<file path="src/rtl/vga_timing_pkg.sv">
// Shared constants, sizing helpers and the sync-triple type for the VGA timing generator.
package vga_timing_pkg;

  localparam int H_ACTIVE_DEF = 640;
  localparam int H_FP_DEF     = 16;
  localparam int H_SYNC_DEF   = 96;
  localparam int H_BP_DEF     = 48;
  localparam int V_ACTIVE_DEF = 480;
  localparam int V_FP_DEF     = 10;
  localparam int V_SYNC_DEF   = 2;
  localparam int V_BP_DEF     = 33;

  localparam int SYNC_W = 3;

  typedef struct packed {
    logic hs;
    logic vs;
    logic vid;
  } sync_t;

  function automatic int h_total(input int act, input int fp, input int sw, input int bp);
    return act + fp + sw + bp;
  endfunction

  function automatic int v_total(input int act, input int fp, input int sw, input int bp);
    return act + fp + sw + bp;
  endfunction

  // Never returns less than 1 so a single-state counter still has a legal width.
  function automatic int clog2(input int val);
    int r;
    r = 1;
    while ((1 << r) < val) r = r + 1;
    return r;
  endfunction

endpackage

</file>
<file path="src/rtl/vga_sync_delay.sv">
// Tick-enabled, resettable shift register delaying the {hsync, vsync, video} triple by DEPTH pixels.
module vga_sync_delay
  import vga_timing_pkg::*;
#(
  parameter int DEPTH = 2
) (
  input  logic              clk_i,
  input  logic              rst_i,
  input  logic              tick_i,
  input  logic [SYNC_W-1:0] d_i,
  output logic [SYNC_W-1:0] q_o
);

  logic [SYNC_W-1:0] stage_q [DEPTH];

  always_ff @(posedge clk_i) begin
    if (rst_i) begin
      for (int i = 0; i < DEPTH; i++) stage_q[i] <= '0;
    end else if (tick_i) begin
      stage_q[0] <= d_i;
      for (int i = 1; i < DEPTH; i++) stage_q[i] <= stage_q[i-1];
    end
  end

  assign q_o = stage_q[DEPTH-1];

endmodule

</file>
<file path="src/rtl/vga_timing_gen.sv">
// Parametrised VGA raster timing generator with pixel-clock enable and delayed sync/video outputs.
// Optional field-blink output enabled by defining VGA_TIMING_BLINK_EN.
module vga_timing_gen
  import vga_timing_pkg::*;
#(
  parameter int   CLK_DIV      = 4,
  parameter int   H_ACTIVE     = H_ACTIVE_DEF,
  parameter int   H_FP         = H_FP_DEF,
  parameter int   H_SYNC       = H_SYNC_DEF,
  parameter int   H_BP         = H_BP_DEF,
  parameter int   V_ACTIVE     = V_ACTIVE_DEF,
  parameter int   V_FP         = V_FP_DEF,
  parameter int   V_SYNC       = V_SYNC_DEF,
  parameter int   V_BP         = V_BP_DEF,
  parameter logic HS_POL       = 1'b0,
  parameter logic VS_POL       = 1'b0,
  parameter int   PIPE_DEPTH   = 2,
  parameter int   COORD_W      = 10,
  parameter int   BLINK_FRAMES = 30
) (
  input  logic               reloj_nexys,
  input  logic               reset_total,
  output logic               pix_tick,
  output logic [COORD_W-1:0] x_p,
  output logic [COORD_W-1:0] y_p,
  output logic               hsync,
  output logic               vsync,
  output logic               ON_VID,
  output logic               line_start,
`ifdef VGA_TIMING_BLINK_EN
  output logic               frame_start,
  output logic               blink
`else
  output logic               frame_start
`endif
);

  localparam int H_TOTAL = h_total(H_ACTIVE, H_FP, H_SYNC, H_BP);
  localparam int V_TOTAL = v_total(V_ACTIVE, V_FP, V_SYNC, V_BP);
  localparam int DIV_W   = clog2(CLK_DIV);

  localparam logic [DIV_W-1:0]   DIV_LAST = DIV_W'(CLK_DIV - 1);
  localparam logic [COORD_W-1:0] H_LAST   = COORD_W'(H_TOTAL - 1);
  localparam logic [COORD_W-1:0] V_LAST   = COORD_W'(V_TOTAL - 1);
  localparam logic [COORD_W-1:0] H_VIS    = COORD_W'(H_ACTIVE);
  localparam logic [COORD_W-1:0] V_VIS    = COORD_W'(V_ACTIVE);
  localparam logic [COORD_W-1:0] HS_FIRST = COORD_W'(H_ACTIVE + H_FP);
  localparam logic [COORD_W-1:0] HS_LAST  = COORD_W'(H_ACTIVE + H_FP + H_SYNC - 1);
  localparam logic [COORD_W-1:0] VS_FIRST = COORD_W'(V_ACTIVE + V_FP);
  localparam logic [COORD_W-1:0] VS_LAST  = COORD_W'(V_ACTIVE + V_FP + V_SYNC - 1);

  if (CLK_DIV < 1 || CLK_DIV > 16 || PIPE_DEPTH < 0 || PIPE_DEPTH > 7 || BLINK_FRAMES < 1 ||
      H_TOTAL > (1 << COORD_W) || V_TOTAL > (1 << COORD_W)) begin : g_bad_cfg
    $error("vga_timing_gen: parameter out of range");
  end

  logic [DIV_W-1:0]   div_q, div_d;
  logic               tick_q, tick_d;
  logic [COORD_W-1:0] x_q, x_d, y_q, y_d;
  logic               ls_q, ls_d, fs_q, fs_d;
  sync_t              raw_q, raw_d;
  sync_t              dly_s;

  // The raw triple is derived from the next coordinates so it is registered alongside them.
  always_comb begin
    div_d  = div_q + DIV_W'(1);
    tick_d = 1'b0;
    x_d    = x_q;
    y_d    = y_q;
    ls_d   = 1'b0;
    fs_d   = 1'b0;
    raw_d  = raw_q;
    if (div_q == DIV_LAST) begin
      div_d  = '0;
      tick_d = 1'b1;
    end else begin
      tick_d = 1'b0;
    end
    if (tick_q) begin
      if (x_q == H_LAST) begin
        x_d  = '0;
        ls_d = 1'b1;
        if (y_q == V_LAST) begin
          y_d  = '0;
          fs_d = 1'b1;
        end else begin
          y_d  = y_q + COORD_W'(1);
        end
      end else begin
        x_d = x_q + COORD_W'(1);
      end
      raw_d.hs  = (x_d >= HS_FIRST) && (x_d <= HS_LAST);
      raw_d.vs  = (y_d >= VS_FIRST) && (y_d <= VS_LAST);
      raw_d.vid = (x_d < H_VIS) && (y_d < V_VIS);
    end else begin
      raw_d = raw_q;
    end
  end

  always_ff @(posedge reloj_nexys) begin
    if (reset_total) begin
      div_q  <= '0;
      tick_q <= 1'b0;
      x_q    <= '0;
      y_q    <= '0;
      ls_q   <= 1'b0;
      fs_q   <= 1'b0;
      raw_q  <= '0;
    end else begin
      div_q  <= div_d;
      tick_q <= tick_d;
      x_q    <= x_d;
      y_q    <= y_d;
      ls_q   <= ls_d;
      fs_q   <= fs_d;
      raw_q  <= raw_d;
    end
  end

  if (PIPE_DEPTH == 0) begin : g_no_dly
    assign dly_s = raw_q;
  end else begin : g_dly
    vga_sync_delay #(.DEPTH(PIPE_DEPTH)) u_dly (
      .clk_i  (reloj_nexys),
      .rst_i  (reset_total),
      .tick_i (tick_q),
      .d_i    (raw_q),
      .q_o    (dly_s)
    );
  end

`ifdef VGA_TIMING_BLINK_EN
  localparam int             BLK_W    = clog2(BLINK_FRAMES);
  localparam logic [BLK_W-1:0] BLK_LAST = BLK_W'(BLINK_FRAMES - 1);

  logic [BLK_W-1:0] blk_cnt_q, blk_cnt_d;
  logic             blink_q, blink_d;

  // Frame counter advancing on each frame strobe; blink flips on its wrap.
  always_comb begin
    blk_cnt_d = blk_cnt_q;
    blink_d   = blink_q;
    if (fs_q) begin
      if (blk_cnt_q == BLK_LAST) begin
        blk_cnt_d = '0;
        blink_d   = ~blink_q;
      end else begin
        blk_cnt_d = blk_cnt_q + BLK_W'(1);
      end
    end else begin
      blk_cnt_d = blk_cnt_q;
    end
  end

  always_ff @(posedge reloj_nexys) begin
    if (reset_total) begin
      blk_cnt_q <= '0;
      blink_q   <= 1'b0;
    end else begin
      blk_cnt_q <= blk_cnt_d;
      blink_q   <= blink_d;
    end
  end

  assign blink = blink_q;
`endif

  assign pix_tick    = tick_q;
  assign x_p         = x_q;
  assign y_p         = y_q;
  assign line_start  = ls_q;
  assign frame_start = fs_q;
  assign hsync       = dly_s.hs ^ ~HS_POL;
  assign vsync       = dly_s.vs ^ ~VS_POL;
  assign ON_VID      = dly_s.vid;

endmodule

</file>
<file path="config.mk">
export PLATFORM = sky130hd
export DESIGN_NAME = vga_timing_gen
export DESIGN_NICKNAME = d
export VERILOG_FILES = /design/src/rtl/vga_timing_pkg.sv /design/src/rtl/vga_sync_delay.sv /design/src/rtl/vga_timing_gen.sv
export SDC_FILE = /design/constraint.sdc
export NUM_CORES = 1
export LEC_CHECK = 0
export ABC_AREA = 1
export BUFFER_PORTS_ARGS = -buffer_cell sky130_fd_sc_hd__buf_2
export CORE_ASPECT_RATIO = 0.6
export CORE_MARGIN = 2
export CORE_UTILIZATION = 35
export DETAILED_ROUTE_END_ITERATION = 7
export GPL_TIMING_DRIVEN = 0
export SLEW_MARGIN = 20
export SYNTH_ARGS = -nofsm -noshare
export SYNTH_HDL_FRONTEND = slang
export SYNTH_HIERARCHICAL = 1
export SYNTH_SLANG_ARGS = --single-unit
</file>
<file path="constraint.sdc">
create_clock -name reloj_nexys -period 2.1 [get_ports reloj_nexys]
set_input_delay 0.315 -clock reloj_nexys [delete_from_list [all_inputs] [get_ports reloj_nexys]]
set_output_delay 0.315 -clock reloj_nexys [all_outputs]
set_load 0.05 [all_outputs]
</file>
==> results.py <==
metrics = {
    "cells_and_area": {
        "fillers": 583,
        "nets": 342,
        "fin_cells": 405,
        "layout_commonest_cell": "nand2_1",
        "area_growth_pct": 17.2,
        "fin_util_pct": 42.1,
        "antenna_cells": 0,
        "final_layout_size_suffix_gt1_share_pct": 16.1,
        "layout_common_cells": "72 x nand2_1, 50 x inv_1, 37 x nor2_1",
    },
    "critical_path": {
        "crit_path_start_kind": "register",
        "max_stage_delay_ns": 0.37,
        "path_max_fanout": 4,
        "worstPathRequired_ns": 2.32,
        "r2r_setup_slack_ns": 0.15,
        "critPathKind": "register to register",
        "cp_num_buf_inv": 1,
        "crit_family": "simple AND/OR/NAND/NOR gates",
        "arrival_ns": 2.17,
        "cp_slowest_cell": "dfxtp_2",
        "crit_chain": "ha_2 -> nand2_2 -> nor2_1 -> nand4_1 -> buf_4 -> nand2_1 -> nand2_1 -> nor2_1 -> nand3_1 -> nor2_1 -> nand2_1 -> a21oi_2",
        "endpoint_kind": "register",
    },
    "clock_tree": {
        "clkTransAtPathRegs_ns": 0.08,
        "cts_root_buf": "clkbuf_8",
        "worstSkewPairLatency_ns": 0.29,
        "tritoncts": "built",
        "cts_max_level": 2,
        "cts_buffer_depth": 2,
        "cts_inserted_buffers": 5,
        "clock_sinks": 34,
        "ctsHoldBuffers": 0,
    },
    "sta": {
        "post-route-min-period_ns": 1.95,
        "fin_skew_ns": 0.0145,
        "holdWs_ns": 0.331,
        "hold_viol_final": 0,
        "slew_headroom_pct": 67.7,
        "finalSetupViolCount": 0,
        "min_period_over_period_pct": 93.0,
        "max_freq_mhz": 512,
        "worstMarginPinSlew_ns": 0.479,
        "slew_violations": 0,
    },
    "logic_synthesis": {
        "syn_area_per_cell_sq_um": 6.61,
        "syn_area_sq_um": 1980,
        "yosysWarnings": 6,
        "syn_inst": 300,
        "synth_cell_types": 31,
        "ys_seq_elements": 34,
        "syn-num-nets": 307,
        "yosysSeqAreaShare_pct": 37.4,
    },
    "floorplanning": {
        "start_util_pct": 35.9,
        "boundaryPins": 28,
        "core_area_sq_um": 5520,
        "die_w_um": 101,
        "fp.dieArea_sq_um": 6300,
        "die_h_um": 62.3,
        "core.rowCount": 21,
    },
    "place": {
        "dp_cells": 396,
        "port_buffers": 27,
        "hpwl_mm": 3.88,
        "place.gp.congestion": 0.884,
    },
    "detailed_routing": {
        "vias": 1988,
        "totalWireLength_mm": 5.02,
        "drt_iter0_markers": 134,
        "post_drt_via_cell_ratio": 4.91,
        "drc": 0,
        "wl_per_cell_um": 12.4,
        "ant_nets": 0,
        "drt-pass1-iter-count": 5,
    },
    "pwr": {
        "leakage_nw": 1.07,
        "vdd_drop_max_mv": 0.301,
        "power.density_nw_per_um2": 639,
    },
    "run": {
        "maxCapViolCount": 0,
    },
    "global_routing": {
        "antenna_found_initial": 0,
        "grt_overflow": 0,
        "grt_pass1_wl_mm": 8.18,
        "grt_pass1_vias": 1652,
        "grtUsageTotal_pct": 16.8,
        "grt_max_degree": 11,
    },
    "worst_hold_path": {
        "hold_class": "input port to register",
    },
    "outcome": {
        "status": "completed",
    },
}
power by group:
part | switching [W] | internal [W] | leakage [nW]
logic | 0.000128 | 0.0000457 | 0.724
registers | 0.0000248 | 0.000688 | 0.290
clock network | 0.000243 | 0.000355 | 0.0524
total | 0.000396 | 0.00109 | 1.07
cells by family after synthesis:
kind of cell	count (synthesis)	share of synthesized area (%)
AO/OA/AOI/OAI	51	14.4
buffers and inverters	61	12.5
adder cells (fa/ha/maj)	5	3.15
XOR/XNOR	2	0.883
flip-flops	34	37.4
AND/OR/NAND/NOR	147	31.7
cell usage after synthesis:
cell	count	share of area, %
a21oi_2	1	0.44
xnor2_1	1	0.44
o21ai_0	24	6.1
nor3b_1	1	0.38
o21bai_1	1	0.38
nand3_2	1	0.50
clkbuf_1	6	1.1
o21bai_4	1	0.95
a21oi_1	20	5.0
ha_1	5	3.2
nor3_1	3	0.76
buf_4	3	1.1
dfxtp_1	28	28
nand2_2	3	0.95
o211ai_1	1	0.38
nor2_2	3	0.95
a211oi_1	1	0.38
nor2_4	1	0.57
xor2_1	1	0.44
inv_2	1	0.19
o21ai_2	1	0.44
a31oi_1	1	0.32
nand2_1	72	14
or2_1	1	0.32
buf_6	1	0.57
edfxtp_1	6	9.1
or2_2	1	0.32
nand3_1	19	4.8
inv_1	50	9.5
nand4_1	5	1.6
nor2_1	37	7.0
state kept, by name, summed over array words and instances (netlist names):
| register | flops |
|---|---|
| g_dly.u_dly/stage_q | 6 |
| x_p | 10 |
| raw_q | 3 |
| y_p | 10 |
| line_start | 1 |
| pix_tick | 1 |
| div_q | 2 |
| frame_start | 1 |
stage by stage:
stage	instance area, sq um	setup WS (ns)	TNS [ns]	power (W)
finish	2320	0.147	0	0.00149
CTS	2310	0.0639	0	0.00149
global placement	2200	0.0850	0	0.000898
floorplan	1980	0.0439	0	0.000855
detailed placement	2200	0.0885	0	0.000900
global route	2320	-0.0108	-0.0108	0.00155
repair_timing:
item,4_1_cts,5_1_grt
setup endpoints to repair,0,2
buffers inserted,0,1
gates resized for setup,0,3
hold endpoints to repair,0,0
per-layer routing:
| metal | share of wire [%] | global-route usage (%) | vias up | routed length [um] |
|---|---|---|---|---|
| met2 | 37 | 20.3 | 87 | 1840 |
| met5 | 0 | 0 | - | 0 |
| met4 | 1.2 | 5.07 | 0 | 61 |
| met1 | 53 | 27.1 | 874 | 2650 |
| met3 | 9.6 | 5.18 | 9 | 480 |
| li1 | - | - | 1018 | - |
cell type report:
class                           count  area (sq um)  area share (%)
Timing Repair Buffer               28           143            6.14
Inverter                           51           191            8.24
Clock buffer                        7          76.3            3.28
Clock inverter                      1          30.0            1.29
Buffer                             10          56.3            2.42
Tap cell                           69          86.3            3.72
Multi-Input combinational cell    205           997            42.9
Sequential cell                    34           743            32.0
worst paths after layout:
kind	end	startpoint	cells past startpoint
worst min register to register	div_q[0]	div_q[0]	1
worst min-delay path	line_start	reset_total	2
worst max register to register	raw_q[1]	x_p[0]	12
worst max-delay path	raw_q[1]	x_p[0]	12
worst register-to-register path, stage by stage (launching register included):
cell and delay (ns):
dfxtp_2 0.37, ha_2 0.20, nand2_2 0.09, nor2_1 0.10, nand4_1 0.22, buf_4 0.23
nand2_1 0.05, nand2_1 0.10, nor2_1 0.16, nand3_1 0.09, nor2_1 0.10, nand2_1 0.07
a21oi_2 0.11
Note: power is estimated with default switching activity, not from simulation.
